<file path="src/rtl/pool_layer.sv">
// pool_layer: 2x2 stride-2 signed max-pooling between DRAM-resident feature maps
module pool_layer #(
  parameter int DATA_WIDTH = 32,
  parameter int ADDR_WIDTH = 18,
  parameter int IN_BASE    = 4096,
  parameter int OUT_BASE   = 8800,
  parameter int IN_W       = 28,
  parameter int IN_H       = 28,
  parameter int CH         = 6
) (
  input  logic                  clk,
  input  logic                  srst,
  input  logic                  enable,
  input  logic                  dram_valid,
  input  logic [DATA_WIDTH-1:0] data_in,
  output logic [ADDR_WIDTH-1:0] addr_in,
  output logic                  dram_en_rd,
  output logic [DATA_WIDTH-1:0] data_out,
  output logic [ADDR_WIDTH-1:0] addr_out,
  output logic                  dram_en_wr,
  output logic                  done
);
  localparam int OW = IN_W / 2;
  localparam int OH = IN_H / 2;
  typedef enum logic [2:0] {IDLE, RD_REQ, RD_WAIT, WR, DONE} state_t;
  state_t state_q, state_d;
  logic [ADDR_WIDTH-1:0] ch_q, ch_d, orow_q, orow_d, ocol_q, ocol_d;
  logic [ADDR_WIDTH-1:0] ch_n, orow_n, ocol_n;
  logic [1:0] tap_q, tap_d;
  logic [DATA_WIDTH-1:0] max_q, max_d, max_new, data_out_q, data_out_d;
  logic [ADDR_WIDTH-1:0] addr_in_q, addr_in_d, addr_out_q, addr_out_d;
  logic rd_q, rd_d, wr_q, wr_d, done_q, done_d;
  logic ocol_wrap, orow_wrap, last;

  function automatic logic [ADDR_WIDTH-1:0] rd_addr(input logic [ADDR_WIDTH-1:0] c, r, k,
                                                     input logic [1:0] t);
    return ADDR_WIDTH'(IN_BASE) + c * ADDR_WIDTH'(IN_H * IN_W)
         + (ADDR_WIDTH'(2) * r + ADDR_WIDTH'(t[1])) * ADDR_WIDTH'(IN_W)
         + ADDR_WIDTH'(2) * k + ADDR_WIDTH'(t[0]);
  endfunction

  assign ocol_wrap = ocol_q == ADDR_WIDTH'(OW - 1);
  assign orow_wrap = orow_q == ADDR_WIDTH'(OH - 1);
  assign last      = ocol_wrap && orow_wrap && ch_q == ADDR_WIDTH'(CH - 1);
  assign ocol_n    = ocol_wrap ? '0 : ocol_q + ADDR_WIDTH'(1);
  assign orow_n    = ocol_wrap ? (orow_wrap ? '0 : orow_q + ADDR_WIDTH'(1)) : orow_q;
  assign ch_n      = (ocol_wrap && orow_wrap) ? ch_q + ADDR_WIDTH'(1) : ch_q;
  // tap 0 seeds the window; later taps replace only on strictly greater signed value
  assign max_new   = (tap_q == 2'd0 || $signed(data_in) > $signed(max_q)) ? data_in : max_q;

  // next-state and next-output decode; strobes default low so they last one cycle
  always_comb begin
    state_d    = state_q;
    ch_d       = ch_q;
    orow_d     = orow_q;
    ocol_d     = ocol_q;
    tap_d      = tap_q;
    max_d      = max_q;
    addr_in_d  = addr_in_q;
    addr_out_d = addr_out_q;
    data_out_d = data_out_q;
    rd_d       = 1'b0;
    wr_d       = 1'b0;
    done_d     = done_q;
    case (state_q)
      IDLE, DONE: begin
        state_d = enable ? RD_REQ : IDLE;
        if (enable) begin
          ch_d      = '0;
          orow_d    = '0;
          ocol_d    = '0;
          tap_d     = '0;
          rd_d      = 1'b1;
          addr_in_d = rd_addr('0, '0, '0, 2'd0);
          done_d    = 1'b0;
        end
      end
      RD_REQ: state_d = RD_WAIT;
      RD_WAIT: begin
        if (dram_valid) begin
          max_d = max_new;
          if (tap_q == 2'd3) begin
            state_d    = WR;
            wr_d       = 1'b1;
            data_out_d = max_new;
            addr_out_d = ADDR_WIDTH'(OUT_BASE) + ch_q * ADDR_WIDTH'(OH * OW)
                       + orow_q * ADDR_WIDTH'(OW) + ocol_q;
          end else begin
            state_d   = RD_REQ;
            tap_d     = tap_q + 2'd1;
            rd_d      = 1'b1;
            addr_in_d = rd_addr(ch_q, orow_q, ocol_q, tap_q + 2'd1);
          end
        end
      end
      WR: begin
        if (last) begin
          state_d = DONE;
          done_d  = 1'b1;
        end else begin
          state_d   = RD_REQ;
          ch_d      = ch_n;
          orow_d    = orow_n;
          ocol_d    = ocol_n;
          tap_d     = '0;
          rd_d      = 1'b1;
          addr_in_d = rd_addr(ch_n, orow_n, ocol_n, 2'd0);
        end
      end
      default: state_d = IDLE;
    endcase
  end

  // state, counters and registered outputs; reset drops any partial window
  always_ff @(posedge clk) begin
    if (srst) begin
      state_q    <= IDLE;
      ch_q       <= '0;
      orow_q     <= '0;
      ocol_q     <= '0;
      tap_q      <= '0;
      max_q      <= '0;
      addr_in_q  <= '0;
      addr_out_q <= '0;
      data_out_q <= '0;
      rd_q       <= 1'b0;
      wr_q       <= 1'b0;
      done_q     <= 1'b0;
    end else begin
      state_q    <= state_d;
      ch_q       <= ch_d;
      orow_q     <= orow_d;
      ocol_q     <= ocol_d;
      tap_q      <= tap_d;
      max_q      <= max_d;
      addr_in_q  <= addr_in_d;
      addr_out_q <= addr_out_d;
      data_out_q <= data_out_d;
      rd_q       <= rd_d;
      wr_q       <= wr_d;
      done_q     <= done_d;
    end
  end

  assign addr_in    = addr_in_q;
  assign dram_en_rd = rd_q;
  assign data_out   = data_out_q;
  assign addr_out   = addr_out_q;
  assign dram_en_wr = wr_q;
  assign done       = done_q;
endmodule

</file>
<file path="config.mk">
export PLATFORM = sky130hd
export DESIGN_NAME = pool_layer
export DESIGN_NICKNAME = d
export VERILOG_FILES = /design/src/rtl/pool_layer.sv
export SDC_FILE = /design/constraint.sdc
export NUM_CORES = 1
export LEC_CHECK = 0
export ABC_AREA = 1
export CORE_UTILIZATION = 60
export CTS_CLUSTER_DIAMETER = 60
export CTS_CLUSTER_SIZE = 25
export DETAILED_ROUTE_END_ITERATION = 8
export GPL_ROUTABILITY_DRIVEN = 0
export GPL_TIMING_DRIVEN = 0
export PLACE_DENSITY_LB_ADDON = 0.12
export SLEW_MARGIN = 30
export SYNTH_ARGS = -nofsm -noshare
export SYNTH_HDL_FRONTEND = slang
export SYNTH_SLANG_ARGS = --single-unit
export TNS_END_PERCENT = 100
</file>
<file path="constraint.sdc">
create_clock -name clk -period 13.15 [get_ports clk]
set_clock_uncertainty 0.05 [all_clocks]
set_input_delay 3.2875 -clock clk [delete_from_list [all_inputs] [get_ports clk]]
set_output_delay 3.2875 -clock clk [all_outputs]
set_load 0.01 [all_outputs]
</file>
==> results of run 1 <==
## final cells by class
type	instances	share of cell area (%)
repair buffers	106	5.73
well taps	341	2.30
flip-flops and latches	162	17.5
inverters	390	7.91
clock inverters	14	0.770
multi-input cells	1664	62.0
clock buffers	17	2.30
plain buffers	60	1.43
## where the power goes
part | total [mW] | internal (mW) | switching, mW | leakage (nW)
combinational | 0.124 | 0.0446 | 0.0799 | 7.87
clock | 0.505 | 0.267 | 0.238 | 0.286
sequential | 0.508 | 0.501 | 0.00698 | 1.31
total | 1.14 | 0.812 | 0.325 | 9.46
## metal layers
layer | GRT usage (%) | vias to the layer above | wire, um | share of wire [%]
li1 | - | 7617 | - | -
met1 | 42.0 | 7168 | 19600 | 41
met2 | 56.6 | 664 | 21800 | 46
met3 | 5.70 | 134 | 3470 | 7.2
met4 | 22.0 | 0 | 2970 | 6.2
met5 | 0 | - | 0 | 0
## final timing paths
| kind | endpoint | slack [ns] | from | cells after the start |
|---|---|---|---|---|
| min reg2reg | ch_q[17]$_SDFFE_PP0P_ | 0.41 | ch_q[17]$_SDFFE_PP0P_ | 1 |
| min | ch_q[17]$_SDFFE_PP0P_ | 0.41 | ch_q[17]$_SDFFE_PP0P_ | 1 |
| max | addr_in[17]$_SDFFE_PP0P_ | 5.57 | ocol_q[1]$_SDFFE_PP0P_ | 36 |
| max reg2reg | addr_in[17]$_SDFFE_PP0P_ | 5.57 | ocol_q[1]$_SDFFE_PP0P_ | 36 |
## flip-flops by register name (all words and copies together) (netlist names), 2 cells and up
name and flops:
ocol_q 18, orow_q 18, state_q 3, ch_q 18
tap_q 2, addr_out 18, max_q 32, addr_in 18
data_out 32
## placed cells by master (no fill, tap or decap), types with 9 or more instances in the layout
master           instances
clkbuf_1                46
nor2_1                 190
xor2_1                  70
ha_1                   242
nand2_2                 20
nor3_1                  24
xnor2_1                 33
inv_1                  372
clkdlybuf4s50_1        106
nor2_2                   9
a21oi_1                182
clkbuf_16               17
inv_2                   15
fa_1                    84
nand3_1                123
a31oi_1                 48
nand2_1                400
o21ai_0                128
nand4_1                 20
a21o_1                   9
dfxtp_1                162
## cell families after synthesis
family          count (synthesis)  synth area share [%]
fa+ha+maj                     326                  28.6
buf+inv                       450                  10.5
compound gates                406                  13.5
flops                         162                  19.7
xor+xnor                      104                  5.58
simple gates                  828                  22.1
==> out/qor.txt, run 1 <==
status = completed
Layout Nets = 2763
post-synth top area share = 19.7%
Finish-stage setup viols = 0
Place WS = 5.85 ns
Least-Margin Pin Slew = 0.907 ns
hold_ws = 0.413 ns
slowest CP cell = fa_1
clk_lat worst skew = 0.46 ns
Layout Utilization = 68.7%
layout cells sized above 1 = 4.72%
DRC viols = 0
Area contributors post-synth = dfxtp_1 (20%), ha_1 (18%), fa_1 (10%)
Synth Net Count = 2638
die width = 168 um
register area share after synthesis = 19.7%
Ys Warns = 0
TNS Setup = 0 ns
Clk Tree Root Cell = clkbuf_16
Worst Slack Setup Final = 5.57 ns
leakage = 9.46 nW
number of fill cells in the layout = 2274
number of buffers and inverters on the critical path = 5
Layout Cells excl Fill = 2754
post-CTS sizing = 0
I/O Buffers = 106
final instance area = 18500 um^2
Async S/R FF share, synth = 0%
grt ovf = 0
Post-DP Area = 17900 um^2
Avg Cell Area, Syn = 7.23 um^2
CTS Buf Count = 17
critical-path maximum fanout = 10
WP data arrival = 7.93 ns
Die Ht = 168 um
final hold vios = 0
diode count = 0
Highest Clock Rate = 132 MHz
count of cell types in the netlist = 54
Post-synth EDFFs = 0
Most used DFF post-synth = dfxtp_1
Power Total = 1.14 mW
Via Count = 15.6k
Syn Std Cell Area = 16500 um^2
antenna viol nets, final = 0
Reg area = 3240 um^2
via/cell ratio = 5.66
CTS clock-pin slew for the worst setup and hold paths = 0.07 ns
Crit path max-delay family = adder cells
Synth Register Bits = 162
largest net degree at the start of global routing = 17
final worst path period share = 57.7%
minimum clock period = 7.58 ns
crit end category = flop
DIE AREA = 28100 um^2
hold buffers post-CTS = 0
wire per inst = 17.4 um
synth-to-layout area growth = 12.5%
Setup crit start kind = flop
critical path class = flop to flop
Initial Util = 61.1%
Slew Limit Fails = 0
GR Util All Layers = 34.5%
Row Count = 60
WP data required = 13.50 ns
Sink Count = 162
delay of the slowest critical-path stage = 0.52 ns
deepest clock path buffer count = 2
Post-CTS Setup Bufs = 0
DRT iter0 DRCs = 1561
vias in the first global route = 15.0k
top post-synthesis cells by count = nand2_1 (400), inv_1 (372), ha_1 (242), nor2_1 (190), a21oi_1 (182)
Placed Instances = 2723
first-pass GRT wire length = 75900 um
Syn Inst Count = 2276
initial antenna violation count = 0
RSZ-0062 raised after global routing = false
CTS tree = yes
Worst VDD drop = 0.0772 mV
Rel. slew slack = 39.6%
worst hold path class = flop to flop
CTS HTree Levels = 4
# IOs = 107
post-DP HPWL = 38700 um
core area = 27000 um^2
total wire length = 47900 um
max cap viols = 0
pwr dens = 61.4 nW/um^2
most common cell in the netlist = nand2_1
DRT Pass-1 Iters = 8
area leader, netlist = dfxtp_1
multi-input combinational cell area = 11500 um^2
No activity file was read; power rests on OpenSTA's default activity.
==> run 2: changes to the inputs <==
==> constraint.sdc (replaced) <==
create_clock -name clk -period 7.7 [get_ports clk]
set_clock_uncertainty 0.05 [all_clocks]
set_input_delay 1.925 -clock clk [delete_from_list [all_inputs] [get_ports clk]]
set_output_delay 1.925 -clock clk [all_outputs]
set_load 0.01 [all_outputs]
==> run 2 against run 1 <==
Clock power rose by 71%. Cell count did not move. Largest cell class unchanged. Sequential cell count did not move. Wire length fell by 0.15%. Combinational power rose by 71%. Setup slack got worse by 5.3 ns. Largest power group unchanged. Highest routed layer unchanged.
==> out/qor.txt, run 2 (synthesized netlist as in run 1, its figures left out) <==
Power Total = 1.94 mW (+71%)
critical path class = flop to flop
CTS HTree Levels = 4 (unchanged)
Int Pwr = 1.39 mW (+71%)
CTS clock-pin slew for the worst setup and hold paths = 0.07 ns (about the same)
commonest non-fill, non-tap cells in the layout = nand2_1 (400), inv_1 (372), ha_1 (242)
power share of the clock group = 44.4% (about the same)
vias in the first global route = 15.0k (unchanged)
commonest non-fill, non-tap cell in the layout = nand2_1
Switch Pwr = 0.555 mW (+71%)
hold buffers post-CTS = 0 (unchanged)
Worst Slack Setup Final = 0.269 ns (-5.30 ns)
Place WS = 0.397 ns (-5.45 ns)
Comb pwr share = 10.9% (about the same)
worst hold path class = flop to flop
critical-path maximum fanout = 9 (-1)
Layout Utilization = 68.8% (+0.074 points)
Least-Margin Pin Slew = 0.901 ns (-0.00516 ns)
synth-to-layout area growth = 12.6%
Rel. slew slack = 39.9% (+0.34 points)
CTS tree = yes
DRT Pass-1 Iters = 7 (-1)
via/cell ratio = 5.64 (-0.29%)
Flop pwr share = 44.7% (about the same)
diode count = 0 (unchanged)
slowest CP cell = fa_1
DRC viols = 0 (unchanged)
Layout Nets = 2763 (unchanged)
Initial Util = 61.1% (unchanged)
max cap viols = 0 (unchanged)
WP data arrival = 7.78 ns (-0.15 ns)
antenna viol nets, final = 0 (unchanged)
RSZ-0062 raised after global routing = false
Row Count = 60 (unchanged)
die width = 168 um (unchanged)
post-DP HPWL = 38700 um (unchanged)
pwr dens = 105 nW/um^2 (+71%)
crit end category = flop
initial antenna violation count = 0 (unchanged)
WP data required = 8.05 ns (-5.45 ns)
number of fill cells in the layout = 2270 (-0.18%)
grt ovf = 0 (unchanged)
Finish-stage setup viols = 0 (unchanged)
largest net degree at the start of global routing = 17 (unchanged)
first-pass GRT wire length = 75900 um (unchanged)
Sink Count = 162 (unchanged)
Post-CTS Setup Bufs = 0 (unchanged)
core area = 27000 um^2 (unchanged)
total wire length = 47800 um (-0.15%)
Clk Tree Root Cell = clkbuf_16
clk_lat worst skew = 0.46 ns (about the same)
# IOs = 107 (unchanged)
final hold vios = 0 (unchanged)
I/O Buffers = 106 (unchanged)
Slew Limit Fails = 0 (unchanged)
DIE AREA = 28100 um^2 (unchanged)
status = completed
delay of the slowest critical-path stage = 0.53 ns (about the same)
TNS Setup = 0 ns (unchanged)
wire per inst = 17.4 um (-0.15%)
CTS Buf Count = 17 (unchanged)
layout cells sized above 1 = 4.85% (+0.12 points)
Setup crit start kind = flop
Worst VDD drop = 0.131 mV (+70%)
Die Ht = 168 um (unchanged)
Via Count = 15.5k (-0.29%)
Highest Clock Rate = 135 MHz (+2.1%)
GR Util All Layers = 34.5% (unchanged)
Sw Ratio = 28.6% (about the same)
post-CTS sizing = 0 (unchanged)
final worst path period share = 96.5% (+39 points)
leakage = 9.47 nW (about the same)
DRT iter0 DRCs = 1693 (+8.5%)
deepest clock path buffer count = 2 (unchanged)
minimum clock period = 7.43 ns (-0.152 ns)
-- run 2: worst paths after layout --
path                     startpoint                  endpoint  slack (ns)  cells after the start
max          ocol_q[1]$_SDFFE_PP0P_  addr_in[17]$_SDFFE_PP0P_        0.27                     30
min           ch_q[17]$_SDFFE_PP0P_     ch_q[17]$_SDFFE_PP0P_        0.41                      1
max reg2reg  ocol_q[1]$_SDFFE_PP0P_  addr_in[17]$_SDFFE_PP0P_        0.27                     30
min reg2reg   ch_q[17]$_SDFFE_PP0P_     ch_q[17]$_SDFFE_PP0P_        0.41                      1
-- run 2: critical path: cells and delay by family, from the launching register on --
family / cells / cell delay [ns]
flops: 1 / 0.40
compound gates: 7 / 1.41
buf+inv: 2 / 0.29
simple gates: 12 / 1.64
fa+ha+maj: 8 / 3.22
xor+xnor: 1 / 0.35
-- run 2: routing by layer --
metal / routed length, um / track usage [%]
met1: 19600 / 42.0
met2: 21700 / 56.6
met3: 3380 / 5.70
met4: 3040 / 22.0
met5: 0 / 0
-- run 2: metrics by stage --
stage                     instances  area (um^2)  hold slack, ns
after floorplan                2276        16500           0.379
after global placement         2723        17900           0.395
after detailed placement       2723        17900           0.397
after CTS                      2754        18500           0.406
after global routing           2754        18500           0.418
final                          2754        18500           0.408
-- run 2: power groups by stage --
| stage | sequential (mW) | combinational [mW] | clock [mW] |
|---|---|---|---|
| 2_1_floorplan | 0.887 | 0.113 | 0 |
| 3_3_place_gp | 0.885 | 0.203 | 0 |
| 3_5_place_dp | 0.886 | 0.206 | 0 |
| 4_1_cts | 0.866 | 0.207 | 0.861 |
| 5_1_grt | 0.869 | 0.230 | 0.896 |
| 6_report | 0.867 | 0.212 | 0.863 |
-- run 2: area by class of cell --
type	count	area, um^2	area share [%]
Tap cell	341	427	2.30
Sequential cell	162	3240	17.5
Timing Repair Buffer	106	1060	5.72
Buffer	60	265	1.43
Clock inverter	14	143	0.770
Clock buffer	17	425	2.30
Multi-Input combinational cell	1664	11500	62.1
Inverter	390	1460	7.90
==> run 3: changes to the inputs <==
--- a/config.mk
+++ b/config.mk
@@ -6,13 +6,15 @@
 export NUM_CORES = 1
 export LEC_CHECK = 0
 export ABC_AREA = 1
+export CORE_MARGIN = 10
 export CORE_UTILIZATION = 60
-export CTS_CLUSTER_DIAMETER = 60
+export CTS_CLUSTER_DIAMETER = 50
 export CTS_CLUSTER_SIZE = 25
 export DETAILED_ROUTE_END_ITERATION = 8
 export GPL_ROUTABILITY_DRIVEN = 0
 export GPL_TIMING_DRIVEN = 0
 export PLACE_DENSITY_LB_ADDON = 0.12
+export REMOVE_ABC_BUFFERS = 1
 export SLEW_MARGIN = 30
 export SYNTH_ARGS = -nofsm -noshare
 export SYNTH_HDL_FRONTEND = slang
==> run 3 against run 2 <==
Setup slack better by 0.23 ns. Cell count fell by 1.9%. Sequential cell count stayed put. Final area shrank 0.22%. Die area grew 23%. Non-clock buffer count shrank 52. Largest power group is now the clock network.
==> out/qor.txt, run 3 (synthesized netlist as in run 1, its figures left out) <==
Highest Clock Rate = 139 MHz (+3.2%)
grt ovf = 0 (unchanged)
worst hold path class = flop to flop
Clk Tree Root Cell = clkbuf_16
die width = 186 um (+11%)
commonest non-fill, non-tap cells in the layout = nand2_1 (398), inv_1 (371), ha_1 (242)
synth-to-layout area growth = 12.4%
Finish-stage setup viols = 0 (unchanged)
Worst VDD drop = 0.117 mV (-11%)
clk_lat worst skew = 0.45 ns (about the same)
Worst Setup SP = orow_q[0]$_SDFFE_PP0P_
layout cells sized above 1 = 5.00% (+0.15 points)
DRC viols = 0 (unchanged)
minimum clock period = 7.20 ns (-0.231 ns)
Slew Limit Fails = 0 (unchanged)
# IOs = 107 (unchanged)
GR Util All Layers = 26.8% (-7.6 points)
antenna viol nets, final = 0 (unchanged)
leakage = 9.45 nW (-0.19%)
Least-Margin Pin Slew = 0.982 ns (+0.0810 ns)
largest net degree at the start of global routing = 76 (+59)
Setup crit start kind = flop
DRT Pass-1 Iters = 6 (-1)
DRT iter0 DRCs = 1364 (-19%)
Layout Utilization = 68.6% (-0.15 points)
worst min-delay path startpoint = ch_q[17]$_SDFFE_PP0P_
post-DP HPWL = 36100 um (-6.7%)
pwr dens = 105 nW/um^2 (+0.60%)
first-pass GRT wire length = 73700 um (-2.9%)
commonest non-fill, non-tap cell in the layout = nand2_1
initial antenna violation count = 0 (unchanged)
hold_ws = 0.406 ns (-0.00173 ns)
Initial Util = 61.1% (unchanged)
via/cell ratio = 5.68 (+0.66%)
vias in the first global route = 14.6k (-2.2%)
critical path class = flop to flop
RSZ-0062 raised after global routing = false
deepest clock path buffer count = 2 (unchanged)
CTS tree = yes
DIE AREA = 34500 um^2 (+23%)
diode count = 0 (unchanged)
final hold vios = 0 (unchanged)
Layout Nets = 2711 (-1.9%)
CTS HTree Levels = 4 (unchanged)
critical-path maximum fanout = 12 (+3)
Sink Count = 162 (unchanged)
Row Count = 60 (unchanged)
max cap viols = 0 (unchanged)
CTS clock-pin slew for the worst setup and hold paths = 0.08 ns (about the same)
I/O Buffers = 106 (unchanged)
CTS Buf Count = 17 (unchanged)
Rel. slew slack = 34.4% (-5.5 points)
number of fill cells in the layout = 2302 (+1.4%)
wire per inst = 17.0 um (-1.9%)
slowest CP cell = dfxtp_1
total wire length = 46000 um (-3.7%)
Post-CTS Setup Bufs = 0 (unchanged)
final worst path period share = 93.5% (-3.0 points)
Via Count = 15.4k (-1.2%)
status = completed
core area = 27000 um^2 (unchanged)
worst reg2reg path startpoint = orow_q[0]$_SDFFE_PP0P_
WP data arrival = 7.49 ns (-0.29 ns)
crit end category = flop
Die Ht = 186 um (+11%)
WP data required = 7.99 ns (-0.06 ns)
delay of the slowest critical-path stage = 0.55 ns (+0.02 ns)
==> run 3: cell count changes in the layout (fill, tap and decap cells not counted), sizes merged <==
cell | previous run | this run
buf | 14 | 9
bufinv | 1 | 0
clkbuf | 63 | 17
clkdlybuf4s50 | 106 | 105
clkinv | 7 | 12
inv | 396 | 393
==> run 3: path summary, 6_finish.rpt <==
path                         endpoint  slack, ns  cells past startpoint
min             ch_q[17]$_SDFFE_PP0P_       0.41                      1
max reg2reg  addr_in[17]$_SDFFE_PP0P_       0.50                     28
max          addr_in[17]$_SDFFE_PP0P_       0.50                     28
min reg2reg     ch_q[17]$_SDFFE_PP0P_       0.41                      1
==> run 3: through the flow <==
step                setup WS [ns]  TNS, ns  power [mW]  std cells  area, um^2
floorplan                    1.56        0       0.983       2216       16200
global placement            -2.07  -108.47        1.07       2663       17700
detailed placement          0.429        0        1.08       2671       17900
CTS                         0.389        0        1.95       2703       18500
global route               0.0483        0        2.01       2703       18500
finish                      0.499        0        1.95       2703       18500
==> run 3: timing repair <==
action                                  4_1_cts  5_1_grt
hold buffers                                  0        0
endpoints found under the setup margin        0        1
gates resized for setup                       0        1
==> run 3: report_power, final <==
group | internal [mW] | switching [mW]
clock network | 0.437 | 0.452
registers | 0.855 | 0.0119
logic | 0.0710 | 0.123
==> run 3: cell type report <==
class	count	area [um^2]	share of cell area [%]
inverters	390	1470	7.93
clock inverters	15	168	0.907
repair buffers	114	1250	6.79
flip-flops and latches	162	3240	17.5
clock buffers	17	425	2.30
well taps	341	427	2.31
multi-input cells	1664	11500	62.2
==> run 3: critical path: cells and delay by family, from the launching register on <==
kind | cells | cell delay, ns
flip-flops | 1 | 0.55
adder cells (fa/ha/maj) | 8 | 3.27
AND/OR/NAND/NOR | 11 | 1.68
AO/OA/AOI/OAI | 7 | 1.01
buffers and inverters | 1 | 0.10
XOR/XNOR | 1 | 0.45
==> run 3: layer usage <==
metal / up-vias / global-route usage [%] / routed length [um]
met5: - / 0 / 0
met4: 0 / 8.64 / 1270
met3: 81 / 4.52 / 3630
met2: 553 / 43.2 / 20900
met1: 7196 / 35.8 / 20300
li1: 7521 / - / -
